File: src/rtl/avgiq_pkg.sv
// Shared definitions for the IQ-averaging capture sequencer: FSM states,
// control-word bit positions and the default maximum log2 averaging length.
package avgiq_pkg;

  typedef enum logic [1:0] {
    StIdle,
    StArm,
    StAccum,
    StDone
  } state_e;

  // Bit positions inside the software control word.
  localparam int unsigned START_BIT = 0;
  localparam int unsigned ABORT_BIT = 1;
  localparam int unsigned L_LSB     = 2;
  localparam int unsigned L_MSB     = 5;
  localparam int unsigned CH_LSB    = 8;

  // Largest supported log2 averaging length; larger requests clamp to this.
  localparam int unsigned LMAX = 12;

endpackage

File: src/rtl/avgiq_capture_ctrl_if.sv
// Sample-stream input and BRAM write port of the avgIQ capture sequencer.
// master: stream source / BRAM sink side. slave: the capture sequencer.
interface avgiq_capture_ctrl_if #(
  parameter int unsigned DW  = 16,
  parameter int unsigned CHW = 8,
  parameter int unsigned AW  = 10
);

  logic                 in_sync;
  logic                 in_valid;
  logic [CHW-1:0]       in_chan;
  logic signed [DW-1:0] in_i;
  logic signed [DW-1:0] in_q;

  logic                 bram_we;
  logic [AW-1:0]        bram_addr;
  logic [2*DW-1:0]      bram_data;

  modport master (
    output in_sync, in_valid, in_chan, in_i, in_q,
    input  bram_we, bram_addr, bram_data
  );

  modport slave (
    input  in_sync, in_valid, in_chan, in_i, in_q,
    output bram_we, bram_addr, bram_data
  );

endinterface

File: src/rtl/avgiq_accum.sv
// One signed averaging accumulator: clear (priority), add, and a combinational
// average of (accumulator + current sample) >>> shift.
// Build option: define AVGIQ_ROUND_EN for round-half-up instead of floor.
module avgiq_accum #(
  parameter int unsigned DW   = 16,
  parameter int unsigned LMAX = 12
) (
  input  logic                 clk_i,
  input  logic                 rst_ni,
  input  logic                 clr_i,
  input  logic                 add_i,
  input  logic signed [DW-1:0] smp_i,
  input  logic [3:0]           shift_i,
  output logic signed [DW-1:0] avg_o
);

  localparam int unsigned AccW = DW + LMAX;

  logic signed [AccW-1:0] acc_q, acc_d;
  logic signed [AccW:0]   rnd;
  logic signed [AccW:0]   sum;
  logic signed [AccW:0]   shifted;
  logic                   unused_hi;

  // Next accumulator value; clear wins so the last sample of a point restarts at zero.
  always_comb begin
    acc_d = acc_q;
    if (clr_i) begin
      acc_d = '0;
    end else if (add_i) begin
      acc_d = acc_q + AccW'(smp_i);
    end
  end

  // Average including the sample presented this cycle.
  always_comb begin
    rnd = '0;
`ifdef AVGIQ_ROUND_EN
    if (shift_i != 4'd0) begin
      rnd = (AccW + 1)'(1) << (shift_i - 4'd1);
    end
`endif
    sum     = (AccW + 1)'(acc_q) + (AccW + 1)'(smp_i) + rnd;
    shifted = sum >>> shift_i;
    avg_o   = shifted[DW-1:0];
  end

  assign unused_hi = ^shifted[AccW:DW];

  // Accumulator register.
  always_ff @(posedge clk_i or negedge rst_ni) begin
    if (!rst_ni) begin
      acc_q <= '0;
    end else begin
      acc_q <= acc_d;
    end
  end

endmodule

File: src/rtl/avgiq_capture_ctrl.sv
// avgIQ capture sequencer: selects one channel of the time-multiplexed I/Q
// stream, averages 2^L samples per point and writes N_PTS points to BRAM.
// Build option: AVGIQ_ROUND_EN (round-half-up averaging, see avgiq_accum).
module avgiq_capture_ctrl #(
  parameter int unsigned DW    = 16,
  parameter int unsigned CHW   = 8,
  parameter int unsigned AW    = 10,
  parameter int unsigned N_PTS = 1024,
  parameter int unsigned LMAX  = avgiq_pkg::LMAX
) (
  input  logic                user_clk,
  input  logic                user_rst_n,
  input  logic [31:0]         ctrl_word,
  avgiq_capture_ctrl_if.slave bus,
  output logic                busy,
  output logic                done,
  output logic [AW:0]         pt_count
);

  import avgiq_pkg::*;

  logic [31:0]          ctrl_q;
  state_e               state_q, state_d;
  logic [3:0]           l_q;
  logic [CHW-1:0]       chan_q;
  logic [LMAX-1:0]      cnt_q;
  logic [AW:0]          pt_count_q;
  logic                 bram_we_q;
  logic [AW-1:0]        bram_addr_q;
  logic [2*DW-1:0]      bram_data_q;

  logic                 start_edge;
  logic                 abort;
  logic [3:0]           l_req;
  logic [3:0]           l_clamp;
  logic                 chan_match;
  logic [LMAX:0]        pt_len;
  logic                 accept;
  logic                 start_cap;
  logic                 last_smp;
  logic                 acc_clr;
  logic signed [DW-1:0] avg_i, avg_q;
  logic                 unused_ctrl;

  assign unused_ctrl = ^ctrl_q[31:1];

  // Control-word decode and per-capture derived values.
  always_comb begin
    start_edge = ctrl_word[START_BIT] & ~ctrl_q[START_BIT];
    abort      = ctrl_word[ABORT_BIT];
    l_req      = ctrl_word[L_MSB:L_LSB];
    l_clamp    = (32'(l_req) > LMAX) ? 4'(LMAX) : l_req;
    chan_match = (bus.in_chan == chan_q);
    pt_len     = (LMAX + 1)'(1) << l_q;
  end

  // Next state and accept decision; abort overrides everything.
  always_comb begin
    state_d   = state_q;
    accept    = 1'b0;
    start_cap = 1'b0;
    unique case (state_q)
      StIdle, StDone: begin
        if (start_edge) begin
          state_d   = StArm;
          start_cap = 1'b1;
        end
      end
      StArm: begin
        if (bus.in_valid && bus.in_sync) begin
          state_d = StAccum;
          accept  = chan_match;
        end
      end
      StAccum: begin
        // Final write is already out; move on the cycle after it.
        if (pt_count_q == (AW + 1)'(N_PTS)) begin
          state_d = StDone;
        end else begin
          accept = bus.in_valid & chan_match;
        end
      end
      default: state_d = StIdle;
    endcase
    if (abort) begin
      state_d   = StIdle;
      accept    = 1'b0;
      start_cap = 1'b0;
    end
    last_smp = accept & (cnt_q == LMAX'(pt_len - 1'b1));
    acc_clr  = start_cap | abort | last_smp;
  end

  // Control register, state register and shadow settings.
  always_ff @(posedge user_clk or negedge user_rst_n) begin
    if (!user_rst_n) begin
      ctrl_q  <= '0;
      state_q <= StIdle;
      l_q     <= '0;
      chan_q  <= '0;
    end else begin
      ctrl_q  <= ctrl_word;
      state_q <= state_d;
      if (start_cap) begin
        l_q    <= l_clamp;
        chan_q <= ctrl_word[CH_LSB +: CHW];
      end
    end
  end

  // Sample-in-point counter and written-point counter.
  always_ff @(posedge user_clk or negedge user_rst_n) begin
    if (!user_rst_n) begin
      cnt_q      <= '0;
      pt_count_q <= '0;
    end else begin
      if (acc_clr) begin
        cnt_q <= '0;
      end else if (accept) begin
        cnt_q <= cnt_q + 1'b1;
      end
      if (start_cap) begin
        pt_count_q <= '0;
      end else if (last_smp) begin
        pt_count_q <= pt_count_q + 1'b1;
      end
    end
  end

  // BRAM write register: one-cycle strobe after the last sample of a point.
  always_ff @(posedge user_clk or negedge user_rst_n) begin
    if (!user_rst_n) begin
      bram_we_q   <= 1'b0;
      bram_addr_q <= '0;
      bram_data_q <= '0;
    end else begin
      bram_we_q <= last_smp;
      if (last_smp) begin
        bram_addr_q <= pt_count_q[AW-1:0];
        bram_data_q <= {avg_i, avg_q};
      end
    end
  end

  avgiq_accum #(
    .DW   (DW),
    .LMAX (LMAX)
  ) u_acc_i (
    .clk_i   (user_clk),
    .rst_ni  (user_rst_n),
    .clr_i   (acc_clr),
    .add_i   (accept),
    .smp_i   (bus.in_i),
    .shift_i (l_q),
    .avg_o   (avg_i)
  );

  avgiq_accum #(
    .DW   (DW),
    .LMAX (LMAX)
  ) u_acc_q (
    .clk_i   (user_clk),
    .rst_ni  (user_rst_n),
    .clr_i   (acc_clr),
    .add_i   (accept),
    .smp_i   (bus.in_q),
    .shift_i (l_q),
    .avg_o   (avg_q)
  );

  assign bus.bram_we   = bram_we_q;
  assign bus.bram_addr = bram_addr_q;
  assign bus.bram_data = bram_data_q;
  assign busy          = (state_q == StArm) || (state_q == StAccum);
  assign done          = (state_q == StDone);
  assign pt_count      = pt_count_q;

endmodule

File: src/flat_wrapper.sv
// flat-port wrapper written by rule: the top's interface ports become plain ports
module avgiq_capture_ctrl_flat import avgiq_pkg::*;
#(
  parameter int unsigned DW    = 16,
  parameter int unsigned CHW   = 8,
  parameter int unsigned AW    = 10,
  parameter int unsigned N_PTS = 1024,
  parameter int unsigned LMAX  = avgiq_pkg::LMAX
)
  (user_clk, user_rst_n, ctrl_word, busy, done, pt_count, bus_in_sync, bus_in_valid, bus_in_chan, bus_in_i, bus_in_q, bus_bram_we, bus_bram_addr, bus_bram_data);
  avgiq_capture_ctrl_if #(.DW(DW), .CHW(CHW), .AW(AW)) bus_i ();
  input  logic user_clk;
  input  logic user_rst_n;
  input  logic [31:0] ctrl_word;
  output logic busy;
  output logic done;
  output logic [AW:0] pt_count;
  input wire logic [$bits(bus_i.in_sync)-1:0] bus_in_sync;
  input wire logic [$bits(bus_i.in_valid)-1:0] bus_in_valid;
  input wire logic [$bits(bus_i.in_chan)-1:0] bus_in_chan;
  input wire logic [$bits(bus_i.in_i)-1:0] bus_in_i;
  input wire logic [$bits(bus_i.in_q)-1:0] bus_in_q;
  output wire logic [$bits(bus_i.bram_we)-1:0] bus_bram_we;
  output wire logic [$bits(bus_i.bram_addr)-1:0] bus_bram_addr;
  output wire logic [$bits(bus_i.bram_data)-1:0] bus_bram_data;
  assign bus_i.in_sync = bus_in_sync;
  assign bus_i.in_valid = bus_in_valid;
  assign bus_i.in_chan = bus_in_chan;
  assign bus_i.in_i = bus_in_i;
  assign bus_i.in_q = bus_in_q;
  assign bus_bram_we = bus_i.bram_we;
  assign bus_bram_addr = bus_i.bram_addr;
  assign bus_bram_data = bus_i.bram_data;
  avgiq_capture_ctrl #(.DW(DW), .CHW(CHW), .AW(AW), .N_PTS(N_PTS), .LMAX(LMAX)) u_core (.user_clk(user_clk), .user_rst_n(user_rst_n), .ctrl_word(ctrl_word), .bus(bus_i), .busy(busy), .done(done), .pt_count(pt_count));
endmodule
File: config.mk
export PLATFORM = sky130hd
export DESIGN_NAME = avgiq_capture_ctrl_flat
export DESIGN_NICKNAME = d
export VERILOG_FILES = /design/src/rtl/avgiq_pkg.sv /design/src/rtl/avgiq_capture_ctrl_if.sv /design/src/rtl/avgiq_accum.sv /design/src/rtl/avgiq_capture_ctrl.sv /design/src/flat_wrapper.sv
export SDC_FILE = /design/constraint.sdc
export NUM_CORES = 1
export LEC_CHECK = 0
export ABC_AREA = 1
export BUFFER_PORTS_ARGS = -buffer_cell sky130_fd_sc_hd__buf_2
export CAP_MARGIN = 10
export CORE_UTILIZATION = 30
export CTS_BUF_LIST = sky130_fd_sc_hd__clkbuf_16
export CTS_CLUSTER_DIAMETER = 150
export CTS_CLUSTER_SIZE = 40
export DETAILED_ROUTE_END_ITERATION = 8
export PLACE_DENSITY = 0.59
export SYNTH_ARGS = -nofsm -noshare
export SYNTH_HDL_FRONTEND = slang
export SYNTH_SLANG_ARGS = --single-unit
File: constraint.sdc
create_clock -name user_clk -period 2.6 [get_ports user_clk]
set_clock_uncertainty 0.1 [all_clocks]
set_input_delay 0.26 -clock user_clk [delete_from_list [all_inputs] [get_ports user_clk]]
set_output_delay 0.26 -clock user_clk [all_outputs]
set_load 0.05 [all_outputs]
==> reports/metrics.yaml <==
cells_and_area:
  fin_cells: 3007
  layout_common_cells: "nand2_1, inv_1, nand3_1"
  drive_above_1_share_pct: 29.38
  antenna_cells: 0
  fin_area_mm2: 0.01847
  final_common_cell: "nand2_1"
  final_util_pct: 43.84
  area_growth_pct: 43.78
  nNetsFinal: 2596
critical_path:
  critPathLaunchType: "flip-flop"
  critPathMaxFanout: 49
  cp-end-kind: "flip-flop"
  crit_arrival_ns: 3.00
  required_ns: 2.86
  crit_type: "reg -> reg"
grt:
  grt_max_degree: 52
  grt_overflow: 0
  antenna_found_initial: 0
  grt_pass1_vias: 14390
  grt_pass1_wl_um: 75680
  grt_usage_pct: 21.84
route:
  drtPass1Iterations: 5
  routedWlPerCell_um: 17.24
  m1WireLength_um: 22770
  routed_wirelength_um: 51850
  routed.top_layer: "met4"
  met3_length_um: 2624
  antenna_left: 0
  drc: 0
  drt-initial-drc-count: 994
  dr_wl_met2_um: 24930
  vias: 15290
  vias_per_cell: 5.084
placed_design:
  dpl-instance-area_mm2: 0.01501
  portBuffers: 113
  hpwl_um: 36640
  finalWeightedCongestion: 0.9496
  dpl.cell_count: 2912
synth:
  synth_seq_cells: 137
  synth_xor_area_share_pct: 2.454
  synthesis.nets: 2318
  synthAdderAreaFrac_pct: 6.448
  synth_top_family_by_area: "simple AND/OR/NAND/NOR gates"
  synth_mux_area_share_pct: 0.2338
  synth-simple-area-share_pct: 45.70
  syn_area_per_cell_um2: 5.901
  synth-compound-area-share_pct: 7.821
  yosys_warnings: 0
  ys_types: 42
  syn_area_mm2: 0.01285
  seq_area_frac_synth_pct: 26.69
  synthCells: 2177
timing:
  final_max_slew_viol_count: 0
  worstMarginPinSlew_ns: 0.6703
  worst_slack_ns: -0.1402
  layout_min_cycle_time_ns: 2.740
  timing.fmax_ghz: 0.3649
  max_slew_margin_pct: 55.31
  rsz0062_at_grt: "yes"
  finalHoldViolations: 0
  fin_crit_sh_pct: 105.4
  setup_viol: 90
  worst_hold_slack_ns: 0.1094
clock_network:
  clockRootBuffer: "clkbuf_16"
  htree_levels: 4
  clkTransAtPathRegs_ns: 0.06
  insertion_delay_ns: 0.45
  cts_buffer_depth: 2
  cts_buffers: 17
  cts.sinks: 137
  cts_tree: "built"
floorplan:
  die_y_um: 208.9
  pin_count: 132
  start_util_pct: 30.49
  core_mm2: 0.04213
  die_w_um: 208.9
  num_rows: 75
  die_area_mm2: 0.04365
status:
  status: "finished with violations"
  violations: "negative setup slack"
power:
  power_density_mw_per_mm2: 657.4
  power_mw: 12.14
  leakagePower_nw: 9.440
  peakVddDrop_mv: 0.5721
worst_hold_path:
  min_path_type: "in -> reg"
run:
  drv_cap: 0
-- metal layers --
layer / vias to the layer above / track usage [%]
met5: - / 0
met4: 0 / 5.578
met3: 105 / 3.336
met2: 407 / 36.94
met1: 7265 / 28.92
li1: 7511 / -
-- worst max-delay path, cell delays in order, from the launching register on --
cell       delay (ns)
dfrtp_2          0.42
buf_4            0.14
buf_4            0.16
buf_12           0.25
nand4_1          0.17
nand2_1          0.09
nand2_1          0.09
nand2_1          0.12
inv_1            0.06
nand2_1          0.12
nor3_4           0.07
buf_6            0.15
inv_8            0.08
nand3_4          0.19
clkbuf_16        0.27
nor3b_1          0.17
-- path summary, 6_finish.rpt --
| check | cells past startpoint | start | slack [ns] | to |
|---|---|---|---|---|
| worst max register to register | 15 | u_core.l_q[1]$_DFFE_PN0P_ | -0.14 | u_core.u_acc_q.acc_q[27]$_DFFE_PN0P_ |
| min in group asynchronous | 2 | user_rst_n | 0.20 | u_core.u_acc_i.acc_q[9]$_DFFE_PN0P_ |
| max in group asynchronous | 3 | user_rst_n | 1.51 | u_core.bus.bram_data[15]$_DFFE_PN0P_ |
| worst max-delay path | 15 | u_core.l_q[1]$_DFFE_PN0P_ | -0.14 | u_core.u_acc_q.acc_q[27]$_DFFE_PN0P_ |
| worst min register to register | 2 | u_core.bus.bram_addr[7]$_DFFE_PN0P_ | 0.39 | u_core.bus.bram_addr[7]$_DFFE_PN0P_ |
| worst min-delay path | 5 | bus_in_sync | 0.11 | u_core.state_q[1]$_DFFE_PN0P_ |
-- sequential cells by signal, summed over array words and instances, names as in the netlist --
register and flops:
u_core.bus.bram_addr 10, u_core.bus.bram_data 32, u_core.bus.bram_we 1, u_core.chan_q 8
u_core.cnt_q 12, u_core.ctrl_q 1, u_core.l_q 4, u_core.pt_count 11
u_core.state_q 2, u_core.u_acc_i.acc_q 28, u_core.u_acc_q.acc_q 28
-- Yosys cell counts --
library cell	count	share of area, %
inv_2	11	0.32
nor2_1	213	6.2
nand3b_1	5	0.29
o21bai_1	1	0.058
xnor2_1	8	0.55
nand2_1	757	22
o21a_1	1	0.058
fa_1	2	0.31
a211oi_1	1	0.058
ha_1	63	6.1
or2_1	1	0.049
inv_1	276	8.1
buf_4	3	0.18
nor4_1	4	0.19
buf_6	1	0.088
buf_1	12	0.35
a21oi_1	122	4.8
nor2_4	1	0.088
a22oi_1	3	0.18
nand4_1	44	2.1
xor2_1	28	1.9
nand2_2	2	0.097
buf_2	14	0.55
clkbuf_1	36	1.1
nand3_1	322	13
o21ai_0	46	1.8
a21o_1	7	0.41
dfrtp_1	137	27
or2_2	10	0.49
o22ai_1	2	0.097
nor3b_1	6	0.35
a31oi_1	1	0.049
nand3_2	1	0.078
mux2i_1	3	0.23
nor3_1	15	0.58
and2_1	4	0.19
nor3_2	2	0.16
o211ai_1	2	0.12
clkinv_1	2	0.058
and3_1	2	0.097
o21ai_1	5	0.19
o31ai_1	1	0.058
-- where the power goes --
part,leakage [nW],switching [mW],total [mW],internal (mW)
Combinational,7.24,4.43,7.01,2.57
Clock,0.307,1.08,2.79,1.70
Sequential,1.89,0.102,2.35,2.25
Total,9.44,5.62,12.1,6.52
-- final cells by class --
cell class                 count  area, µm²
clock buffer                  17      425.4
clock inverter                15      225.2
fill                        4310      23660
inverter                     289       1097
multi-input combinational   1686      10030
sequential                   137       3431
tap                          539      674.4
timing repair buffer         324       2587
-- what timing repair did --
item                       CTS  global route
hold endpoints to repair    48             0
setup endpoints to repair  122           122
gates resized for setup     40           452
setup buffers                9            28
gates cloned                 1            14
hold buffers                15             0
pin swaps                   11           108
-- through the flow --
step / worst slack, ns / TNS, ns
global placement: -0.1823 / -10.58
detailed placement: -0.2563 / -16.23
floorplan: 0.01536 / 0
CTS: -0.03330 / -0.6084
global route: -0.2888 / -22.17
finish: -0.1402 / -7.829
-- kinds of logic (layout without fill, tap and decap cells) --
family | count (synthesis) | after routing
buffers and inverters | 355 | 645
DFF | 137 | 137
muxes | 3 | 3
and+or+nand+nor | 1389 | 1390
adders and majority gates | 65 | 65
xor gates and xnor gates | 36 | 36
AOI/OAI and AO/OA | 192 | 192
No activity file was read; power rests on OpenSTA's default activity.
